[config.mk]
export PLATFORM = sky130hd
export DESIGN_NAME = led_pattern_sequencer_flat
export DESIGN_NICKNAME = d
export VERILOG_FILES = /design/src/rtl/led_pattern_sequencer_if.sv /design/src/rtl/led_pattern_sequencer.sv /design/src/flat_wrapper.sv
export SDC_FILE = /design/constraint.sdc
export NUM_CORES = 1
export LEC_CHECK = 0
export CORE_ASPECT_RATIO = 0.8
export CORE_MARGIN = 2
export CORE_UTILIZATION = 55
export CTS_CLUSTER_SIZE = 12
export DETAILED_ROUTE_END_ITERATION = 12
export PLACE_DENSITY = 0.84
export SYNTH_ARGS = -nofsm -noshare
export SYNTH_HDL_FRONTEND = slang
export SYNTH_SLANG_ARGS = --single-unit
[constraint.sdc]
create_clock -name clock -period 2.43 [get_ports clock]
set_clock_uncertainty 0.1 [all_clocks]
set_input_delay 0.486 -clock clock [delete_from_list [all_inputs] [get_ports clock]]
set_output_delay 0.486 -clock clock [all_outputs]
set_load 0.005 [all_outputs]
[src/rtl/led_pattern_sequencer_if.sv]
// Control inputs and LED/mode outputs of the LED pattern sequencer.
// The master side drives the tick, mode request and pause; the slave side drives the LEDs.
interface led_pattern_sequencer_if #(
    parameter int WIDTH = 8
);
    logic             tick_in;
    logic             mode_next;
    logic             pause;
    logic [WIDTH-1:0] leds;
    logic [1:0]       mode;
    logic             step_strobe;

    modport master (
        output tick_in, mode_next, pause,
        input  leds, mode, step_strobe
    );

    modport slave (
        input  tick_in, mode_next, pause,
        output leds, mode, step_strobe
    );
endinterface

[src/rtl/led_pattern_sequencer.sv]
// Detects rising edges of a slow tick square wave and steps an LED bank through
// one of four display patterns: SHIFT, BOUNCE, COUNT and BLINK.
module led_pattern_sequencer #(
    parameter int WIDTH = 8,
    parameter int HOLD  = 1
) (
    input  logic                  clock,
    input  logic                  reset,
    led_pattern_sequencer_if.slave bus
);
    typedef enum logic [1:0] {
        MODE_SHIFT  = 2'd0,
        MODE_BOUNCE = 2'd1,
        MODE_COUNT  = 2'd2,
        MODE_BLINK  = 2'd3
    } mode_e;

    localparam logic [WIDTH-1:0] ONE_C       = {{(WIDTH-1){1'b0}}, 1'b1};
    localparam logic [WIDTH-1:0] ONES_C      = {WIDTH{1'b1}};
    localparam logic [WIDTH-1:0] ZERO_C      = {WIDTH{1'b0}};
    localparam logic [7:0]       HOLD_LAST_C = 8'(HOLD - 1);
    localparam logic             DIR_UP      = 1'b0;
    localparam logic             DIR_DOWN    = 1'b1;

    mode_e            mode_r;
    mode_e            mode_nxt_s;
    logic [WIDTH-1:0] leds_r;
    logic [WIDTH-1:0] leds_nxt_s;
    logic [WIDTH-1:0] pattern_s;
    logic [7:0]       hold_cnt_r;
    logic [7:0]       hold_cnt_nxt_s;
    logic             dir_r;
    logic             dir_nxt_s;
    logic             dir_pat_s;
    logic             strobe_r;
    logic             strobe_nxt_s;
    logic             tick_q_r;
    logic             tick_rise_s;
    logic             step_s;

    assign tick_rise_s = bus.tick_in & ~tick_q_r;
    assign step_s      = tick_rise_s & ~bus.pause & (hold_cnt_r == HOLD_LAST_C);

    // Next LED value and bounce direction for one pattern step in the current mode.
    always_comb begin
        pattern_s = leds_r;
        dir_pat_s = dir_r;
        case (mode_r)
            MODE_SHIFT: begin
                pattern_s = {leds_r[WIDTH-2:0], leds_r[WIDTH-1]};
            end
            MODE_BOUNCE: begin
                // End bits are shown once: reaching an end reverses on the following step.
                if (dir_r == DIR_UP) begin
                    if (leds_r[WIDTH-1]) begin
                        pattern_s = leds_r >> 1;
                        dir_pat_s = DIR_DOWN;
                    end else begin
                        pattern_s = leds_r << 1;
                    end
                end else begin
                    if (leds_r[0]) begin
                        pattern_s = leds_r << 1;
                        dir_pat_s = DIR_UP;
                    end else begin
                        pattern_s = leds_r >> 1;
                    end
                end
            end
            MODE_COUNT: begin
                pattern_s = leds_r + ONE_C;
            end
            MODE_BLINK: begin
                pattern_s = ~leds_r;
            end
            default: begin
                pattern_s = ONE_C;
                dir_pat_s = DIR_UP;
            end
        endcase
    end

    // Mode FSM next state; a mode request overrides any coincident step.
    always_comb begin
        mode_nxt_s     = mode_r;
        leds_nxt_s     = leds_r;
        hold_cnt_nxt_s = hold_cnt_r;
        dir_nxt_s      = dir_r;
        strobe_nxt_s   = 1'b0;
        if (bus.mode_next) begin
            hold_cnt_nxt_s = 8'd0;
            dir_nxt_s      = DIR_UP;
            case (mode_r)
                MODE_SHIFT: begin
                    mode_nxt_s = MODE_BOUNCE;
                    leds_nxt_s = ONE_C;
                end
                MODE_BOUNCE: begin
                    mode_nxt_s = MODE_COUNT;
                    leds_nxt_s = ZERO_C;
                end
                MODE_COUNT: begin
                    mode_nxt_s = MODE_BLINK;
                    leds_nxt_s = ONES_C;
                end
                MODE_BLINK: begin
                    mode_nxt_s = MODE_SHIFT;
                    leds_nxt_s = ONE_C;
                end
                default: begin
                    mode_nxt_s = MODE_SHIFT;
                    leds_nxt_s = ONE_C;
                end
            endcase
        end else if (step_s) begin
            hold_cnt_nxt_s = 8'd0;
            leds_nxt_s     = pattern_s;
            dir_nxt_s      = dir_pat_s;
            strobe_nxt_s   = 1'b1;
        end else if (tick_rise_s && !bus.pause) begin
            hold_cnt_nxt_s = hold_cnt_r + 8'd1;
        end else begin
            hold_cnt_nxt_s = hold_cnt_r;
        end
    end

    // State and output registers with synchronous reset; tick history follows tick_in even in reset.
    always_ff @(posedge clock) begin
        tick_q_r <= bus.tick_in;
        if (reset) begin
            mode_r     <= MODE_SHIFT;
            leds_r     <= ONE_C;
            hold_cnt_r <= 8'd0;
            dir_r      <= DIR_UP;
            strobe_r   <= 1'b0;
        end else begin
            mode_r     <= mode_nxt_s;
            leds_r     <= leds_nxt_s;
            hold_cnt_r <= hold_cnt_nxt_s;
            dir_r      <= dir_nxt_s;
            strobe_r   <= strobe_nxt_s;
        end
    end

    assign bus.leds        = leds_r;
    assign bus.mode        = mode_r;
    assign bus.step_strobe = strobe_r;

endmodule

[src/flat_wrapper.sv]
// flat-port wrapper written by rule: the top's interface ports become plain ports
module led_pattern_sequencer_flat 
#(
    parameter int WIDTH = 8,
    parameter int HOLD  = 1
)
  (clock, reset, bus_tick_in, bus_mode_next, bus_pause, bus_leds, bus_mode, bus_step_strobe);
  led_pattern_sequencer_if #(.WIDTH(WIDTH)) bus_i ();
  input  logic clock;
  input  logic reset;
  input wire logic [$bits(bus_i.tick_in)-1:0] bus_tick_in;
  input wire logic [$bits(bus_i.mode_next)-1:0] bus_mode_next;
  input wire logic [$bits(bus_i.pause)-1:0] bus_pause;
  output wire logic [$bits(bus_i.leds)-1:0] bus_leds;
  output wire logic [$bits(bus_i.mode)-1:0] bus_mode;
  output wire logic [$bits(bus_i.step_strobe)-1:0] bus_step_strobe;
  assign bus_i.tick_in = bus_tick_in;
  assign bus_i.mode_next = bus_mode_next;
  assign bus_i.pause = bus_pause;
  assign bus_leds = bus_i.leds;
  assign bus_mode = bus_i.mode;
  assign bus_step_strobe = bus_i.step_strobe;
  led_pattern_sequencer #(.WIDTH(WIDTH), .HOLD(HOLD)) u_core (.clock(clock), .reset(reset), .bus(bus_i));
endmodule
; ---- Word-level counts from Yosys, hierarchy flattened
; Cells that the tools add are included.
; W data, S select, Z words.
[classes]
n_mux = 12
n_reduce_logical = 9
bitwise_logic = 6
eq_ne = 3
addsub = 2
[op_table]
columns = op, count
row1 = $mux W8, 5
row2 = $pmux W8 S4, 1
row3 = $pmux W8 S3, 1
row4 = $add A8 B1 Y8 const B, 2
row5 = $logic_not A8 Y1, 1
row6 = $not A8 Y8, 1
row7 = $pmux W2 S4, 1
row8 = $eq A2 B2 Y1 const B, 2
row9 = $mux W1, 4
row10 = $reduce_or A2 Y1, 2
row11 = $and A1 B1 Y1, 3
row12 = $reduce_or A3 Y1, 1
row13 = $eq A2 B1 Y1 const B, 1
row14 = $logic_not A2 Y1, 1
row15 = $not A1 Y1, 2
row16 = $reduce_and A2 Y1, 1
row17 = $reduce_bool A2 Y1, 1
row18 = $logic_and A1 B1 Y1, 1
row19 = $logic_not A1 Y1, 1
[totals]
wordCells = 38
regBits = 21

; ---- Logic depth before layout (Yosys ltp)
; Gate-level depths: netlist (run 1).
[depth]
depth_word = 6
mapped_depth = 8
depth_no_buf = 7

; ---- Worst setup path after synthesis (run 1)
; Ideal clock, no wire load.
[synth_timing]
kind = register to register
start = register u_core.hold_cnt_r[0]
end = register u_core.leds_r[3] (netlist: u_core.bus.leds[3])
slack_ps = 520
synth_period_minus_slack_ps = 1910
t_arrival_ps = 1695
t_required_ps = 2214
stages_incl_launch_ff = 9
cell_sequence = dfxtp_1 > inv_1 > ha_1 > nor4b_2 > and3_1 > buf_6 > or3_1 > and4b_1 > a31o_1
[synth_between]
elab_chain_cells = 3
[synth_lines]
columns = element, line_no
row1 = from (decl), led_pattern_sequencer.sv:30  ; logic [7:0] hold_cnt_r;
row2 = from (signal assigned), led_pattern_sequencer.sv:139  ; hold_cnt_r <= hold_cnt_nxt_s;
row3 = $logic_not A8 Y1, led_pattern_sequencer.sv:42  ; assign step_s = tick_rise_s & ~bus.pause & (hold_cnt_r == HOLD_LAST_C);
row4 = $and A1 B1 Y1, led_pattern_sequencer.sv:42
row5 = $reduce_bool A2 Y1 (no line), --
row6 = to (signal assigned), led_pattern_sequencer.sv:138  ; leds_r <= leds_nxt_s;
row7 = to (decl), led_pattern_sequencer.sv:27  ; logic [WIDTH-1:0] leds_r;
; Every way passes these cells.
; A chain may end at the register's enable or synchronous reset.

; ---- Worst setup path in the final report (run 1)
[layout_timing]
start = register u_core.mode_r[0] (netlist: u_core.bus.mode[0])
end = register u_core.leds_r[2] (netlist: u_core.bus.leds[2])
[layout_between]
elab_chain_cells = 4
word_cells_on_any_way = 9
[layout_lines]
columns = element, line_no
row1 = from (decl), led_pattern_sequencer.sv:25  ; mode_e mode_r;
row2 = from (signal assigned), led_pattern_sequencer.sv:137  ; mode_r <= mode_nxt_s;
row3 = "$eq A2 B2 Y1, or another cell as far along", "led_pattern_sequencer.sv:48, led_pattern_sequencer.sv:93"
row4 = $pmux W8 S4 or $reduce_or A2 Y1 (tied branches), --
row5 = $mux W8 or $pmux W8 S3 (tied branches), "led_pattern_sequencer.sv:115, led_pattern_sequencer.sv:93"
row6 = $mux W8 (*), led_pattern_sequencer.sv:90  ; if (bus.mode_next) begin
; Every way passes the cells marked *; elsewhere a longest branch is shown, timed or not. The select of a mux whose other input is x is not followed.

==> results of run 1 <==
cells in the final DEF (no fill, tap or decap), types with 2 or more instances in the layout:
cell type | synthesis | routed
sky130_fd_sc_hd__o221ai_1 | 4 | 4
sky130_fd_sc_hd__clkbuf_4 | 0 | 3
sky130_fd_sc_hd__ha_1 | 9 | 9
sky130_fd_sc_hd__dfxtp_1 | 21 | 21
sky130_fd_sc_hd__nor2b_1 | 2 | 2
sky130_fd_sc_hd__or3_1 | 2 | 2
sky130_fd_sc_hd__inv_2 | 2 | 2
sky130_fd_sc_hd__clkdlybuf4s50_1 | 0 | 15
sky130_fd_sc_hd__o21ai_0 | 6 | 6
sky130_fd_sc_hd__and3_1 | 4 | 4
sky130_fd_sc_hd__nand2b_1 | 2 | 2
sky130_fd_sc_hd__o211ai_1 | 3 | 3
sky130_fd_sc_hd__inv_1 | 10 | 10
sky130_fd_sc_hd__a32oi_1 | 2 | 2
sky130_fd_sc_hd__o22ai_1 | 2 | 2
sky130_fd_sc_hd__mux2i_1 | 2 | 2
sky130_fd_sc_hd__o21ai_1 | 4 | 4
sky130_fd_sc_hd__a21oi_1 | 7 | 7
sky130_fd_sc_hd__a31oi_1 | 6 | 6
sky130_fd_sc_hd__nor4_1 | 3 | 3
sky130_fd_sc_hd__xor2_1 | 3 | 3
sky130_fd_sc_hd__a211oi_1 | 2 | 2
sky130_fd_sc_hd__nand3_1 | 4 | 4
sky130_fd_sc_hd__buf_4 | 0 | 4
sky130_fd_sc_hd__nor3_1 | 2 | 2
sky130_fd_sc_hd__xnor2_1 | 5 | 5
sky130_fd_sc_hd__nand2_1 | 17 | 17
sky130_fd_sc_hd__nor2_1 | 21 | 21
stage by stage:
step / power, W / instance area [sq um]
3_5_place_dp: 0.000516 / 1570
2_1_floorplan: 0.000465 / 1400
5_1_grt: 0.000720 / 1600
3_3_place_gp: 0.000513 / 1570
4_1_cts: 0.000685 / 1600
6_report: 0.000680 / 1600
critical path, delay by kind of cell (launching register included):
kind | cells | cell delay [ns]
AO/OA/AOI/OAI | 4 | 0.73
buffers and inverters | 2 | 0.33
flip-flops | 1 | 0.45
adder cells (fa/ha/maj) | 1 | 0.37
sequential cells by signal (all words and copies together), names as in the netlist:
signal,flops
u_core.bus.leds,8
u_core.bus.mode,2
u_core.bus.step_strobe,1
u_core.dir_r,1
u_core.hold_cnt_r,8
u_core.tick_q_r,1
path summary, 6_finish.rpt:
check | cells past startpoint | slack [ns] | start | to
max | 7 | 0.34 | u_core.bus.mode[0]$_SDFFE_PP0P_ | u_core.bus.leds[2]$_SDFFE_PP0P_
min | 2 | 0.44 | u_core.hold_cnt_r[7]$_SDFFE_PP0P_ | u_core.hold_cnt_r[7]$_SDFFE_PP0P_
max reg2reg | 7 | 0.34 | u_core.bus.mode[0]$_SDFFE_PP0P_ | u_core.bus.leds[2]$_SDFFE_PP0P_
min reg2reg | 2 | 0.44 | u_core.hold_cnt_r[7]$_SDFFE_PP0P_ | u_core.hold_cnt_r[7]$_SDFFE_PP0P_
layer usage:
metal	vias up	global-route usage (%)	wire length (microns)
met3	9	6.90	203
met2	53	35.5	1430
met1	630	35.2	1510
met5	-	0	0
li1	659	-	-
met4	0	5.56	38
area by class of cell:
cell class / count / area share [%]
multi-input cells: 133 / 55.1
flip-flops and latches: 21 / 26.3
repair buffers: 19 / 11.3
inverters: 12 / 2.82
well taps: 36 / 2.82
clock buffers: 4 / 1.65
cell families after synthesis:
kind of cell / synth area share, %
XOR/XNOR: 5.01
flip-flops: 30.1
AO/OA/AOI/OAI: 21.6
buffers and inverters: 7.07
multiplexers: 2.24
adder cells (fa/ha/maj): 8.05
AND/OR/NAND/NOR: 26.0
report_power, final:
group | total (W) | internal [W] | switching [W]
clock | 0.000169 | 0.0000642 | 0.000105
sequential | 0.000374 | 0.000355 | 0.0000194
combinational | 0.000137 | 0.0000620 | 0.0000751
==> run summary, run 1 <==
The instance count of the mapped netlist came out at 176. 16 I/O pins were placed. The worst hold path class is reg2reg. The first global-routing pass estimated 5590 microns of wire.

The clock sink count came out at 21. The worst setup path is launched from a flip-flop. The share of synthesized area occupied by flip-flops and latches came out at 30.1%.

The post-route worst hold slack is 0.444 ns. After clock tree synthesis, the repair step resized 0 gates. By count the netlist is led by sky130_fd_sc_hd__dfxtp_1 (21), sky130_fd_sc_hd__nor2_1 (21), sky130_fd_sc_hd__nand2_1 (17), sky130_fd_sc_hd__inv_1 (10), sky130_fd_sc_hd__ha_1 (9).

The detail-routed net length per standard cell came out at 14.1 microns. The signal on the critical path passes through inv_1 > ha_1 > inv_1 > o21ai_0 > a32oi_1 > o22ai_1 > a221o_1. The number of H-tree levels came out at 1.

The initial core utilization came out at 57.7%. The worst slew slack as a fraction of its limit came out at 66.7%. The final worst-path setup slack came out at 0.337 ns. The slew of the pin with the lowest slew margin is 0.498 ns. The maximum fanout count along the critical path is 13.

The net count of the finished layout came out at 204. Setup repair after global routing left no endpoint under its margin. By area the synthesized netlist is led by sky130_fd_sc_hd__dfxtp_1 (30%), sky130_fd_sc_hd__ha_1 (8.1%), sky130_fd_sc_hd__nor2_1 (5.6%). The number of antenna violations at the first check in global routing is 0. The required arrival time at the worst endpoint came out at 2.54 ns. The synthesized design spends more area on one cell type than any other, namely sky130_fd_sc_hd__dfxtp_1. A synthesized cell averages 7.95 sq um.

The number of global-route vias before repair is 1216. Among the stages of the critical path, the cell type that occurs most often is sky130_fd_sc_hd__inv_1. The clock slew at the register clock pins of the worst setup and hold paths is 0.11 ns. The count of TritonRoute iterations in the first routing pass came out at 4.

During synthesis, Yosys emitted a total of 0 warnings. The die covers 2970 sq um. The detail-routed via count per cell is 6.00. The total of max-cap violations is 0. The area taken by flip-flops and latches came out at 420 sq um. The placeable core area came out at 2420 sq um. In this run the remaining antenna-violating nets after routing total 0. The number of design-rule violations left by the first detailed-router iteration came out at 96. In this run the core area contains 16 standard-cell rows. The filler cells instantiated in the layout total 224.

The buffer count from post-CTS setup fixing is 0. The latest clock arrival within the worst-skew pair is 0.31 ns. Counting flops and latches in the post-synthesis netlist gives 21.

The slowest stage of the critical path belongs to the cell sky130_fd_sc_hd__dfxtp_1. On the worst path, the slowest cell contributes a delay of 0.45 ns. The floorplan die width came out at 60.4 microns. The number of distinct standard cells referenced by the synthesized netlist is 50. The worst setup slack after placement is 0.122 ns. The netlist area before placement is 1400 sq um. The overall track demand over capacity in global routing came out at 24.3%. 0 antenna diodes ended up in the layout. The remaining routing DRC violations is 0. The fmax is 478 MHz. The cell total after placement came out at 221. After synthesis, the share of flip-flops with an asynchronous set or reset is 0%. The final critical path time including I/O delays and setup came out at 2.09 ns. The multi-input gate area in the final layout is 880 sq um.

The worst-case vdd ir drop came out at 0.294 mV. By startpoint and endpoint, the worst setup path is classified as reg2reg. The endpoint kind of the worst setup timing path is a flip-flop. Leaving out filler cells and counting taps, the final layout contains 225. The leftover overflow at the end of global routing is 0. The area share of the largest cell type after synthesis is 30.1%. The max-slew violation count is 0. Yosys mapped a number of flops with a built-in enable equal to 0.

TritonCTS built the clock tree. The number of port buffers came out at 15. The utilization after layout is 65.9%. The worst path arrival time came out at 2.20 ns. The die height came out at 49.1 microns. The number of hold violations in the final report was 0. The sum of net half-perimeters after detailed placement came out at 2390 microns. The run finished with clean final reports.

The static leakage came out at 0.610 nW. In the synthesized netlist the dominant register cell turns out to be sky130_fd_sc_hd__dfxtp_1. The number of buffers on the longest clock path is 2. Entering global routing, the biggest net connects 14 pins. The via count came out at 1351. Setup violations remaining at the end of the flow were counted as 0.

In the final layout, the share of cells above drive strength 1 is 7.94%. The total length of routed wires came out at 3180 microns. The power density over the cells is 426 nW/um^2. After clock tree synthesis, the flow added hold-fix buffers numbering 0. The area added between synthesis and finish is 14.1%.

The ratio of final minimum period to clock period came out at 86.1%. The clock buffer count from CTS is 3. The root buffer cell chosen for the clock tree is sky130_fd_sc_hd__clkbuf_4.

The post-synthesis net count came out at 190. Adding up every negative setup slack in the final design gives 0 ns. The placer congestion estimate is 0.867.
No activity file was read; power rests on OpenSTA's default activity.
==> inputs of run 2 (changes only) <==
--- a/config.mk
+++ b/config.mk
@@ -11,6 +11,7 @@
 export CTS_CLUSTER_SIZE = 12
 export DETAILED_ROUTE_END_ITERATION = 12
 export PLACE_DENSITY = 0.84
+export SKIP_LAST_GASP = 1
 export SYNTH_ARGS = -nofsm -noshare
 export SYNTH_HDL_FRONTEND = slang
 export SYNTH_SLANG_ARGS = --single-unit
==> results of run 2 <==
No change in the layout: final DEF, timing and power equal those of run 1.
